## src/rtl/control_unit.sv

```systemverilog
// LC-3 microsequencer: fetch/decode/execute control for ADD, AND, NOT, LD, ST, BR, LEA, JMP.
// Moore-decoded controls from a 6-bit state using LC-3 numbering. Only o_Illegal and the BR branch depend on inputs.
//
//   state | meaning
//   ------+------------------------------------------------
//     18  | FETCH1   MAR<-PC, PC<-PC+1
//     33  | FETCH2   MDR<-M[MAR], wait on i_R
//     35  | FETCH3   IR<-MDR
//     32  | DECODE   dispatch on IR[15:12]
//   1/5/9 | ADD/AND/NOT  DR<-ALU, set CC
//     14  | LEA      DR<-PC+off9
//      2  | LD1      MAR<-PC+off9
//     25  | LD2      MDR<-M[MAR], wait on i_R
//     27  | LD3      DR<-MDR, set CC
//      3  | ST1      MAR<-PC+off9
//     23  | ST2      MDR<-SR
//     16  | ST3      M[MAR]<-MDR, wait on i_R
//      0  | BR       test condition codes
//     22  | BR taken PC<-PC+off9
//     12  | JMP      PC<-BaseR
module control_unit (
  input  logic        i_CLK,
  input  logic        i_Reset,
  input  logic [15:0] i_IR,
  input  logic        i_N,
  input  logic        i_Z,
  input  logic        i_P,
  input  logic        i_R,
  output logic        o_LD_MAR,
  output logic        o_LD_MDR,
  output logic        o_LD_IR,
  output logic        o_LD_REG,
  output logic        o_LD_CC,
  output logic        o_LD_PC,
  output logic        o_GatePC,
  output logic        o_GateMDR,
  output logic        o_GateALU,
  output logic        o_GateMARMUX,
  output logic [1:0]  o_ALUK,
  output logic [1:0]  o_SR1MUX,
  output logic [1:0]  o_DRMUX,
  output logic [1:0]  o_PCMUX,
  output logic        o_ADDR1MUX,
  output logic [1:0]  o_ADDR2MUX,
  output logic        o_MARMUX,
  output logic        o_MIO_EN,
  output logic        o_R_W,
  output logic        o_Illegal,
  output logic [5:0]  o_State
);

  typedef enum logic [5:0] {
    S_BR      = 6'd0,
    S_ADD     = 6'd1,
    S_LD1     = 6'd2,
    S_ST1     = 6'd3,
    S_AND     = 6'd5,
    S_NOT     = 6'd9,
    S_JMP     = 6'd12,
    S_LEA     = 6'd14,
    S_ST3     = 6'd16,
    S_FETCH1  = 6'd18,
    S_BR_TAKE = 6'd22,
    S_ST2     = 6'd23,
    S_LD2     = 6'd25,
    S_LD3     = 6'd27,
    S_DECODE  = 6'd32,
    S_FETCH2  = 6'd33,
    S_FETCH3  = 6'd35
  } state_t;

  state_t state, state_nxt;
  logic   br_taken;
  logic   unused_ir;

  assign unused_ir = ^i_IR[8:0];
  assign br_taken  = (i_IR[11] & i_N) | (i_IR[10] & i_Z) | (i_IR[9] & i_P);
  assign o_State   = state;

  always_ff @(posedge i_CLK or negedge i_Reset) begin
    if (!i_Reset) state <= S_FETCH1;
    else          state <= state_nxt;
  end

  always_comb begin
    state_nxt    = S_FETCH1;
    o_LD_MAR     = 1'b0;
    o_LD_MDR     = 1'b0;
    o_LD_IR      = 1'b0;
    o_LD_REG     = 1'b0;
    o_LD_CC      = 1'b0;
    o_LD_PC      = 1'b0;
    o_GatePC     = 1'b0;
    o_GateMDR    = 1'b0;
    o_GateALU    = 1'b0;
    o_GateMARMUX = 1'b0;
    o_ALUK       = 2'b00;
    o_SR1MUX     = 2'b00;
    o_DRMUX      = 2'b00;
    o_PCMUX      = 2'b00;
    o_ADDR1MUX   = 1'b0;
    o_ADDR2MUX   = 2'b00;
    o_MARMUX     = 1'b0;
    o_MIO_EN     = 1'b0;
    o_R_W        = 1'b0;
    o_Illegal    = 1'b0;
    // Controls stay quiet for the whole time reset is held, even though the state reads FETCH1.
    if (i_Reset) begin
      case (state)
        S_FETCH1: begin
          o_GatePC  = 1'b1;
          o_LD_MAR  = 1'b1;
          o_LD_PC   = 1'b1;
          state_nxt = S_FETCH2;
        end
        S_FETCH2, S_LD2: begin
          o_MIO_EN  = 1'b1;
          o_LD_MDR  = 1'b1;
          if (!i_R)                 state_nxt = state;
          else if (state == S_LD2)  state_nxt = S_LD3;
          else                      state_nxt = S_FETCH3;
        end
        S_FETCH3: begin
          o_GateMDR = 1'b1;
          o_LD_IR   = 1'b1;
          state_nxt = S_DECODE;
        end
        S_DECODE: begin
          case (i_IR[15:12])
            4'b0001: state_nxt = S_ADD;
            4'b0101: state_nxt = S_AND;
            4'b1001: state_nxt = S_NOT;
            4'b0010: state_nxt = S_LD1;
            4'b0011: state_nxt = S_ST1;
            4'b0000: state_nxt = S_BR;
            4'b1110: state_nxt = S_LEA;
            4'b1100: state_nxt = S_JMP;
            default: begin
              state_nxt = S_FETCH1;
              o_Illegal = 1'b1;
            end
          endcase
        end
        S_ADD, S_AND, S_NOT: begin
          o_GateALU = 1'b1;
          o_LD_REG  = 1'b1;
          o_LD_CC   = 1'b1;
          o_SR1MUX  = 2'b01;
          o_ALUK    = (state == S_ADD) ? 2'b00 : (state == S_AND) ? 2'b01 : 2'b10;
        end
        S_LEA: begin
          o_ADDR2MUX   = 2'b10;
          o_MARMUX     = 1'b1;
          o_GateMARMUX = 1'b1;
          o_LD_REG     = 1'b1;
        end
        S_LD1, S_ST1: begin
          o_ADDR2MUX   = 2'b10;
          o_MARMUX     = 1'b1;
          o_GateMARMUX = 1'b1;
          o_LD_MAR     = 1'b1;
          state_nxt    = (state == S_LD1) ? S_LD2 : S_ST2;
        end
        S_LD3: begin
          o_GateMDR = 1'b1;
          o_LD_REG  = 1'b1;
          o_LD_CC   = 1'b1;
        end
        // PASSA routes the store source register through the ALU onto the bus.
        S_ST2: begin
          o_ALUK    = 2'b11;
          o_GateALU = 1'b1;
          o_LD_MDR  = 1'b1;
          state_nxt = S_ST3;
        end
        S_ST3: begin
          o_MIO_EN  = 1'b1;
          o_R_W     = 1'b1;
          state_nxt = i_R ? S_FETCH1 : S_ST3;
        end
        S_BR: begin
          state_nxt = br_taken ? S_BR_TAKE : S_FETCH1;
        end
        S_BR_TAKE: begin
          o_PCMUX    = 2'b10;
          o_ADDR2MUX = 2'b10;
          o_LD_PC    = 1'b1;
        end
        S_JMP: begin
          o_SR1MUX   = 2'b01;
          o_ADDR1MUX = 1'b1;
          o_PCMUX    = 2'b10;
          o_LD_PC    = 1'b1;
        end
        default: state_nxt = S_FETCH1;
      endcase
    end
  end

endmodule

```

## config.mk

```make
export PLATFORM = sky130hd
export DESIGN_NAME = control_unit
export DESIGN_NICKNAME = d
export VERILOG_FILES = /design/src/rtl/control_unit.sv
export SDC_FILE = /design/constraint.sdc
export NUM_CORES = 1
export LEC_CHECK = 0
export CAP_MARGIN = 40
export CORE_MARGIN = 3
export CORE_UTILIZATION = 42
export DETAILED_ROUTE_END_ITERATION = 8
export PLACE_DENSITY = 0.92
export SLEW_MARGIN = 40
export SYNTH_ARGS = -nofsm -noshare
export SYNTH_HDL_FRONTEND = slang
export SYNTH_SLANG_ARGS = --single-unit
```

## constraint.sdc

```tcl
create_clock -name i_CLK -period 3.6 [get_ports i_CLK]
set_input_delay 0.54 -clock i_CLK [delete_from_list [all_inputs] [get_ports i_CLK]]
set_output_delay 0.54 -clock i_CLK [all_outputs]
set_load 0.05 [all_outputs]
```

==> impl_metrics.toml <==
[drt]
drtIter0Drc = 52
routedWlPerCell_um = 15.20
dr.pass1.iters = 7
drc_errors = 0
drt-total-wl_um = 2948
viasPerCell = 6.015
antenna_left = 0
num_vias = 1167

[worst_setup_path]
crit_required_ps = 3060
cp_top_family = "buffers and inverters"
cp.arrival_ps = 2670
cp.depth = 7
crit_slowest_cell = "clkdlybuf4s50_1"
path_max_fanout = 7
critPathCaptureType = "output port"
path_cells = "clkdlybuf4s50_1, nand2_1, nand3b_1, o21ai_0, or3_1, nor2_1, clkdlybuf4s50_1"
crit_type = "in -> out"
ff2ff_path_depth = 6
critical_path.most_common_cell = "clkdlybuf4s50_1"
cp_slowest_stage_delay_ps = 810
worstSetupStartpointType = "input port"
critPathBufInv = 2

[global_route]
grt_pass1_wl_um = 4968
antenna_found_initial = 0
grt_overflow = 0
track_usage_pct = 23.49
grt_max_degree = 19
grt_pass1_vias = 1081

[clock_network]
htree_levels = 1
cts_resized = 0
clockBufferDepth = 2
cts_setup_buffers = 0
tritoncts = "built"
clk_pin_slew_ps = 50
cts-root-buf = "clkbuf_4"
numClockSinks = 6
cts_hold_buf = 0
cts_buffers = 3
clkLatencyLatePin_ps = 250

[synth]
synthTopCellsByArea = "dfrtp_1 10%, buf_4 6.3%, nor2_1 6.3%"
synth_top_area_share_pct = 10.42
synth_area_um2 = 960.9
synth_edf_count = 0
ys.flop_type = "dfrtp_1"
yosys.area.top_type = "dfrtp_1"
synth_warnings = 0
synthDistinctLibCells = 50
ys_seq_elements = 6
ys_seq_area_share_pct = 15.89
synthArstFlopShare_pct = 100.0
netlist_instances = 135
avgSynthCellArea_um2 = 7.118

[placement]
dp_hpwl_um = 2301
place_congestion = 0.9405
place_area_um2 = 1329
port_buffers = 38

[sta]
hold_violations = 0
final.setup.tns_ps = 0
relSlewSlack_pct = 66.40
fin_crit_sh_pct = 89.22
final-setup-viol-count = 0
worst_pin_slew_ps = 502.4
fin_crit_ps = 3212
slew_viol_final = 0
clock_skew_ps = 2.425
fmax_mhz = 311.3
rsz0062_at_grt = "no"

[floorplan]
die_h_um = 53.83
rows = 16
die_x_um = 53.83
core_um2 = 2062
io_pins = 53
start_util_pct = 46.60
dieArea_um2 = 2898

[power]
ir_worst_vdd_v = 0.0004726
p_leak_nw = 0.5174
power.density_nw_per_um2 = 662.3

[layout]
mostFrequentLayoutCells = "27 x clkdlybuf4s50_1, 16 x nor2_1, 10 x nand2_1, 10 x buf_4, 7 x a21oi_1"
layout-drive-gt1-share_pct = 20.36
largest_reg_flops = 6
layout_commonest_cell = "clkdlybuf4s50_1"
fin_area_um2 = 1355
syn2layout_area_growth_pct = 41.02
antennaDiodeCount = 0
fin_nets = 190

[hold_path]
hold_depth = 2
hold_class = "reg -> reg"

[run_status]
status = "finished, final reports clean"

[run]
cap_violations = 0
## layout make-up
type / instances / area [µm²]
Timing Repair Buffer: 41 / 425.4
Multi-Input combinational cell: 110 / 694.4
Sequential cell: 6 / 152.6
Tap cell: 27 / 33.78
Inverter: 6 / 22.52
Fill cell: 183 / 706.9
Clock buffer: 4 / 26.28
## Yosys cell counts (all sizes together), types with 4 or more instances
| cell type | count |
|---|---|
| a21oi | 7 |
| nor3 | 7 |
| nor2 | 19 |
| nand2 | 11 |
| inv | 6 |
| clkbuf | 4 |
| nand3 | 6 |
| dfrtp | 4 |
| buf | 13 |
| o21ai | 6 |
## where the power goes
part	leakage [nW]	internal (mW)	total [mW]	switching [mW]
logic	0.427	0.234	0.642	0.408
clock network	0.0150	0.0422	0.0701	0.0279
registers	0.0750	0.0955	0.186	0.0900
## routing by layer
layer	part of all wire [%]	global-route usage, %
met4	2.1	11.06
met1	39	29.62
met3	10	1.939
met2	49	39.92
met5	0	0
## final timing paths
kind                       slack [ps]    endpoint  startpoint
max reg2reg                      1750  o_State[5]  o_State[0]
max in group asynchronous        2520  o_State[1]     i_Reset
min in group asynchronous         870  o_State[0]     i_Reset
max                               390   o_Illegal    i_IR[14]
min reg2reg                       630  o_State[4]  o_State[3]
min                               630  o_State[4]  o_State[3]
## worst min-delay path: stages (launching register included)
cell     delay (ps)
dfrtp_1         440
nor2_8           70
nand4_1          90
## logic make-up after synthesis
logic type      Yosys count  share of synthesized area (%)
compound gates           31                          22.14
mux                       2                          2.344
flops                     6                          15.89
buf+inv                  23                          14.06
simple gates             68                          41.54
xor+xnor                  4                          3.646
other cells               1                         0.3903
## per-stage QoR
stage / cells / power [mW] / utilization (%) / hold slack, ps / setup slack [ps]
3_3_place_gp: 190 / 0.7986 / 64.44 / 610.5 / 426.1
3_5_place_dp: 190 / 0.8186 / 64.44 / 620.0 / 383.4
5_1_grt: 194 / 0.9608 / 65.72 / 668.5 / 287.0
6_report: 194 / 0.8975 / 65.72 / 629.3 / 388.0
4_1_cts: 194 / 0.8897 / 65.72 / 639.5 / 384.7
2_1_floorplan: 139 / 0.6459 / - / 244.4 / 329.4
No activity file was read; power rests on OpenSTA's default activity.
==> RTL change 1: new RTL, same settings <==
Register the output `o_ALUK`, cleared by the reset; this adds one clock of latency there. The other outputs are not delayed to match.
--- a/src/rtl/control_unit.sv
+++ b/src/rtl/control_unit.sv
@@ -69,6 +69,8 @@
     S_FETCH3  = 6'd35
   } state_t;
 
+  logic [1:0] o_ALUK_d;
+
   state_t state, state_nxt;
   logic   br_taken;
   logic   unused_ir;
@@ -94,7 +96,7 @@
     o_GateMDR    = 1'b0;
     o_GateALU    = 1'b0;
     o_GateMARMUX = 1'b0;
-    o_ALUK       = 2'b00;
+    o_ALUK_d     = 2'b00;
     o_SR1MUX     = 2'b00;
     o_DRMUX      = 2'b00;
     o_PCMUX      = 2'b00;
@@ -146,7 +148,7 @@
           o_LD_REG  = 1'b1;
           o_LD_CC   = 1'b1;
           o_SR1MUX  = 2'b01;
-          o_ALUK    = (state == S_ADD) ? 2'b00 : (state == S_AND) ? 2'b01 : 2'b10;
+          o_ALUK_d  = (state == S_ADD) ? 2'b00 : (state == S_AND) ? 2'b01 : 2'b10;
         end
         S_LEA: begin
           o_ADDR2MUX   = 2'b10;
@@ -168,7 +170,7 @@
         end
         // PASSA routes the store source register through the ALU onto the bus.
         S_ST2: begin
-          o_ALUK    = 2'b11;
+          o_ALUK_d  = 2'b11;
           o_GateALU = 1'b1;
           o_LD_MDR  = 1'b1;
           state_nxt = S_ST3;
@@ -197,5 +199,13 @@
     end
   end
 
+  always_ff @(posedge i_CLK or negedge i_Reset) begin
+    if (!i_Reset) begin
+      o_ALUK <= '0;
+    end else begin
+      o_ALUK <= o_ALUK_d;
+    end
+  end
+
 endmodule
 
Formal check against the unedited RTL: not equivalent (Yosys sat finds a counterexample within 10 cycles, from zero or initial values and one cycle with i_Reset low).
==> RTL change 1 against the original RTL <==
Power up 16%. Cell area up 6.1%. Synthesized cell count up 4.4%. Worst setup slack worse by 0.097 ns. Via count up 1.0%. Critical path depth down 1. Global-route usage down 3.0 points. Routed wire length down 2.2%. Sequential cell count up 2. First-iteration DRC count down 48%. Worst hold slack worse by 0.066 ns. Synthesized area up 5.5%. Clock skew up 0.0071 ns. Critical path type unchanged. Critical endpoint unchanged. Highest routed layer unchanged.
==> RTL change 1: results (changes against the original RTL) <==
initial antenna violation count 0 (unchanged); met2 routed WL 1470 um (was 1440 um); number of global-route vias before repair 1034 (was 1081); Vias/cell 5.90 (was 6.02); Nets 196 (was 190); synth top area cells dfrtp_1 (15%), a21oi_1 (5.4%), dfstp_2 (5.2%) (was dfrtp_1 (10%), buf_4 (6.3%), nor2_1 (6.3%)); class of the worst hold path input pin to async pin (was flip-flop to flip-flop); clock root buffer clkbuf_4 (unchanged); worst vdd ir 0.000406 V (was 0.000473 V); drt pass-1 iters 4 (was 7); P_leak 0.528 nW (was 0.517 nW); Mapped Cells 141 (was 135); worst-margin pin slew 0.660 ns (was 0.502 ns); first-pass GRT wire length 4520 um (was 4970 um); Post-CTS Resized 0 (unchanged); Worst path max stage delay about 0.80 ns; status complete, no violations (unchanged); Metal-1 WL 1130 um (was 1140 um); gp weighted congestion 0.808 (was 0.941); setup bufs post-CTS 0 (unchanged); sequential area share after synthesis 20.0% (was 15.9%); dpl ws 0.341 ns (was 0.383 ns); vias 1179 (was 1167); M2 GR Usage 37.6% (was 39.9%); final-layout fill cell count 212 (was 183); asr flop ratio synth 100% (unchanged); Clock Latency Late Sink 0.27 ns (was 0.25 ns); met3 Use GR 5.09% (was 1.94%); pin count of the biggest net entering global routing 25 (was 19); met3 WL 207 um (was 301 um); layout cell share with drive strength beyond 1 14.5% (was 20.4%); Iter 0 DRT Violations 27 (was 52); crit path max fanout 5 (was 7); clock slew at reported path FFs 0.05 ns (about the same); Main synth FF type dfrtp_1 (unchanged); Critical Path AT 2.77 ns (was 2.67 ns); detailed-route wire length per cell 14.4 um (was 15.2 um); Max Used Layer met4 (unchanged); CTS Buf Count 3 (unchanged); dpl cells 197 (was 190); HPWL after DPL 2140 um (was 2300 um); Layout Skew 0.00952 ns (was 0.00242 ns); Max Buffers Root-to-Sink 2 (unchanged); Placement Cell Area 1420 um2 (was 1330 um2); grt met1 use 22.6% (was 29.6%); Synth top cells by count a21oi_1 (11), nand2_1 (11), nor2_1 (9), nor3_1 (9), clkbuf_1 (8) (was nor2_1 (16), nand2_1 (10), buf_4 (8)); slowest CP cell clkdlybuf4s50_1 (unchanged); H-tree Lvls 1 (unchanged); Total GRT Usage 20.5% (was 23.5%); Netlist cell types 48 (was 50); Top Family by Delay on Critical Path buffers and inverters (unchanged); port bufs 38 (unchanged)
-- RTL change 1: cell types whose count changed after synthesis, moves of 3 or more --
| cell | unedited run | this run |
|---|---|---|
| a21boi_1 | 0 | 5 |
| a21oi_1 | 7 | 11 |
| clkbuf_1 | 4 | 8 |
| inv_2 | 4 | 0 |
| nand2b_1 | 2 | 7 |
| nand3b_1 | 1 | 4 |
| nor2_1 | 16 | 9 |
| nor3_1 | 6 | 9 |
| o32ai_1 | 3 | 0 |
-- RTL change 1: power by group --
group,switching [mW],internal (mW)
sequential,0.0958,0.123
combinational,0.455,0.291
clock,0.0347,0.0384
total,0.585,0.453
-- RTL change 1: worst paths after layout --
| path | start | endpoint | slack [ns] | cells after the start |
|---|---|---|---|---|
| max in group asynchronous | i_Reset | o_State[1] | 2.50 | 2 |
| worst min-delay path | i_Reset | o_ALUK[1] | 0.56 | 1 |
| worst max register to register | o_State[3] | o_State[5] | 1.65 | 5 |
| worst max-delay path | i_IR[12] | o_Illegal | 0.29 | 6 |
| min in group i_CLK | o_State[1] | o_State[5] | 0.74 | 2 |
| worst min register to register | o_State[1] | o_State[5] | 0.74 | 2 |
-- RTL change 1: cell families (layout without fill, tap and decap cells) --
family / count (synthesis) / after routing / synth area share [%]
buf+inv: 19 / 46 / 9.75
other cells: 1 / 5 / 0.370
mux: 2 / 2 / 2.10
xor+xnor: 2 / 2 / 1.73
compound gates: 36 / 36 / 22.7
flops: 8 / 8 / 20.0
simple gates: 73 / 73 / 43.3
-- RTL change 1: area by class of cell --
type | count | area [um2] | area share [%]
Clock buffer | 3 | 22.5 | 1.57
Sequential cell | 8 | 203 | 14.1
Inverter | 1 | 3.75 | 0.261
Tap cell | 28 | 35.0 | 2.44
Timing Repair Buffer | 42 | 440 | 30.6
Multi-Input combinational cell | 118 | 733 | 51.0
==> RTL change 2: new RTL, same settings <==
Made on the original files. Register the inputs `i_IR`, `i_N`, `i_Z`, `i_P` and `i_R` before use. The logic sees them one clock later.
--- a/src/rtl/control_unit.sv
+++ b/src/rtl/control_unit.sv
@@ -69,12 +69,26 @@
     S_FETCH3  = 6'd35
   } state_t;
 
+  logic [15:0] i_IR_q;
+  logic i_N_q;
+  logic i_Z_q;
+  logic i_P_q;
+  logic i_R_q;
+
+  always_ff @(posedge i_CLK) begin
+    i_IR_q <= i_IR;
+    i_N_q  <= i_N;
+    i_Z_q  <= i_Z;
+    i_P_q  <= i_P;
+    i_R_q  <= i_R;
+  end
+
   state_t state, state_nxt;
   logic   br_taken;
   logic   unused_ir;
 
-  assign unused_ir = ^i_IR[8:0];
-  assign br_taken  = (i_IR[11] & i_N) | (i_IR[10] & i_Z) | (i_IR[9] & i_P);
+  assign unused_ir = ^i_IR_q[8:0];
+  assign br_taken  = (i_IR_q[11] & i_N_q) | (i_IR_q[10] & i_Z_q) | (i_IR_q[9] & i_P_q);
   assign o_State   = state;
 
   always_ff @(posedge i_CLK or negedge i_Reset) begin
@@ -116,7 +130,7 @@
         S_FETCH2, S_LD2: begin
           o_MIO_EN  = 1'b1;
           o_LD_MDR  = 1'b1;
-          if (!i_R)                 state_nxt = state;
+          if (!i_R_q)                 state_nxt = state;
           else if (state == S_LD2)  state_nxt = S_LD3;
           else                      state_nxt = S_FETCH3;
         end
@@ -126,7 +140,7 @@
           state_nxt = S_DECODE;
         end
         S_DECODE: begin
-          case (i_IR[15:12])
+          case (i_IR_q[15:12])
             4'b0001: state_nxt = S_ADD;
             4'b0101: state_nxt = S_AND;
             4'b1001: state_nxt = S_NOT;
@@ -176,7 +190,7 @@
         S_ST3: begin
           o_MIO_EN  = 1'b1;
           o_R_W     = 1'b1;
-          state_nxt = i_R ? S_FETCH1 : S_ST3;
+          state_nxt = i_R_q ? S_FETCH1 : S_ST3;
         end
         S_BR: begin
           state_nxt = br_taken ? S_BR_TAKE : S_FETCH1;
Check against the original RTL: not equivalent (a bounded check fails within 4 cycles, from zero or initial values and one cycle with i_Reset low).
==> RTL change 2 against the original RTL <==
Power rose by 5.7%. Sequential cell count rose by 11. Non-clock buffer count rose by 1. Routed wire length rose by 1.7%. Critical endpoint unchanged. Cell count rose by 8.8%. Largest cell class unchanged. Worst hold slack got worse by 0.12 ns. Worst setup slack got worse by 0.15 ns. Largest power group unchanged. Synthesized area rose by 20%. Via count rose by 1.4%. Critical path type is now flip-flop to output pin. Cell area rose by 14%.
==> RTL change 2: results (changes against the original RTL) <==
Max Used Layer met3 (was met4); Layout Skew 0.00237 ns (was 0.00242 ns); origin of the worst setup path o_State[3] (was i_IR[14]); Metal-1 WL 1290 um (was 1140 um); Critical Path AT 2.83 ns (was 2.67 ns); Rel. slew slack 65.8% (was 66.4%); Top Family by Delay on Critical Path simple AND/OR/NAND/NOR gates (was buffers and inverters); met3 WL 229 um (was 301 um); dpl cells 207 (was 190); final antenna diode count 0 (unchanged); status complete, no violations (unchanged); Synth top cells by count nor2_1 (14), dfxtp_1 (11), nand2_1 (11) (was nor2_1 (16), nand2_1 (10), buf_4 (8)); Main synth FF type dfxtp_1 (was dfrtp_1); sequential area share after synthesis 32.3% (was 15.9%); detailed-route wire length per cell 14.2 um (was 15.2 um); drt pass-1 iters 4 (was 7); number of global-route vias before repair 1106 (was 1081); port bufs 38 (unchanged); clock slew at reported path FFs 0.09 ns (was 0.05 ns); gp weighted congestion 0.929 (was 0.941); r2r startpoint o_State[1] (was o_State[0]); Nets 204 (was 190); pin count of the biggest net entering global routing 20 (was 19); setup bufs post-CTS 0 (unchanged); P_leak 0.651 nW (was 0.517 nW); Iter 0 DRT Violations 35 (was 52); Netlist cell types 51 (was 50); final-layout fill cell count 235 (was 183); layout cell share with drive strength beyond 1 15.5% (was 20.4%); Clock Latency Late Sink 0.28 ns (was 0.25 ns); Reg2Reg Depth 5 (was 6); register-to-register setup slack 1.58 ns (was 1.75 ns); synth top area cells dfxtp_1 (19%), dfrtp_1 (8.7%), nand2b_1 (4.9%) (was dfrtp_1 (10%), buf_4 (6.3%), nor2_1 (6.3%)); Yosys top cell area share 19.1% (was 10.4%); Avg Inst Size Synth 7.86 um2 (was 7.12 um2); first-pass GRT wire length 4780 um (was 4970 um); drt total wl 3000 um (was 2950 um); clock root buffer clkbuf_4 (unchanged); worst vdd ir 0.000439 V (was 0.000473 V); drt drc 0 (unchanged); asr flop ratio synth 35.3% (was 100%); Vias/cell 5.61 (was 6.02); Total GRT Usage 17.6% (was 23.5%); max reg flops 7 (was 6); met2 routed WL 1480 um (was 1440 um); HPWL after DPL 2330 um (was 2300 um); crit path max fanout 16 (was 7)
-- RTL change 2: changes by cell type in the layout (fill, tap and decap cells not counted), moves of 3 or more --
| cell | delta |
|---|---|
| nand3_1 | +3 |
| and3_1 | +3 |
| inv_2 | -4 |
| o21ai_0 | +7 |
| dfxtp_1 | +11 |
| nand2b_1 | +7 |
| mux2i_1 | +3 |
-- RTL change 2: per-layer routing --
metal | up-vias | GRT usage [%]
met5 | - | 0
met3 | 0 | 1.97
met4 | 0 | 1.99
met2 | 57 | 32.7
li1 | 581 | -
met1 | 545 | 22.3
-- RTL change 2: stage by stage --
stage                     total power, mW  cell area (um2)  worst slack, ns
after global routing                 1.00             1550           0.0835
final                               0.949             1550            0.233
after global placement              0.847             1520            0.547
after floorplan                     0.694             1170            0.159
after detailed placement            0.852             1520            0.506
after CTS                           0.950             1550            0.220
-- RTL change 2: cell families (layout without fill, tap and decap cells) --
| kind of cell | count (synthesis) | count (layout) | share of synthesized area, % |
|---|---|---|---|
| AO/OA/AOI/OAI | 36 | 36 | 20.7 |
| XOR/XNOR | 1 | 1 | 0.759 |
| buffers and inverters | 19 | 49 | 9.32 |
| flip-flops | 17 | 17 | 32.3 |
| multiplexers | 3 | 3 | 2.60 |
| other | 1 | 5 | 0.325 |
| AND/OR/NAND/NOR | 70 | 70 | 34.0 |
-- RTL change 2: report_power, final --
group | internal, mW | switching [mW]
Clock | 0.0412 | 0.0546
Sequential | 0.221 | 0.0546
Combinational | 0.204 | 0.373
Total | 0.467 | 0.482
-- RTL change 2: final cells by class --
type | instances | area [um2] | share of cell area [%]
Timing Repair Buffer | 42 | 410 | 26.5
Tap cell | 30 | 37.5 | 2.42
Inverter | 3 | 11.3 | 0.727
Clock buffer | 3 | 22.5 | 1.45
Multi-Input combinational cell | 115 | 689 | 44.5
Clock inverter | 1 | 5.00 | 0.323
Sequential cell | 17 | 373 | 24.1
-- RTL change 2: tightest hold or removal path, stage by stage (launching register included) --
cell,delay [ns]
dfxtp_1,0.35
nor2_1,0.12
a31oi_1,0.05
-- RTL change 2: worst min-delay path by stage --
stage / slack (ns) / to / from
floorplan: 0.24 / o_State[0] / i_Reset
global placement: 0.48 / o_State[1] / i_R_q
detailed placement: 0.49 / o_State[1] / i_R_q
CTS: 0.50 / o_State[1] / i_R_q
global route: 0.54 / o_State[1] / i_R_q
finish: 0.51 / o_State[1] / i_R_q
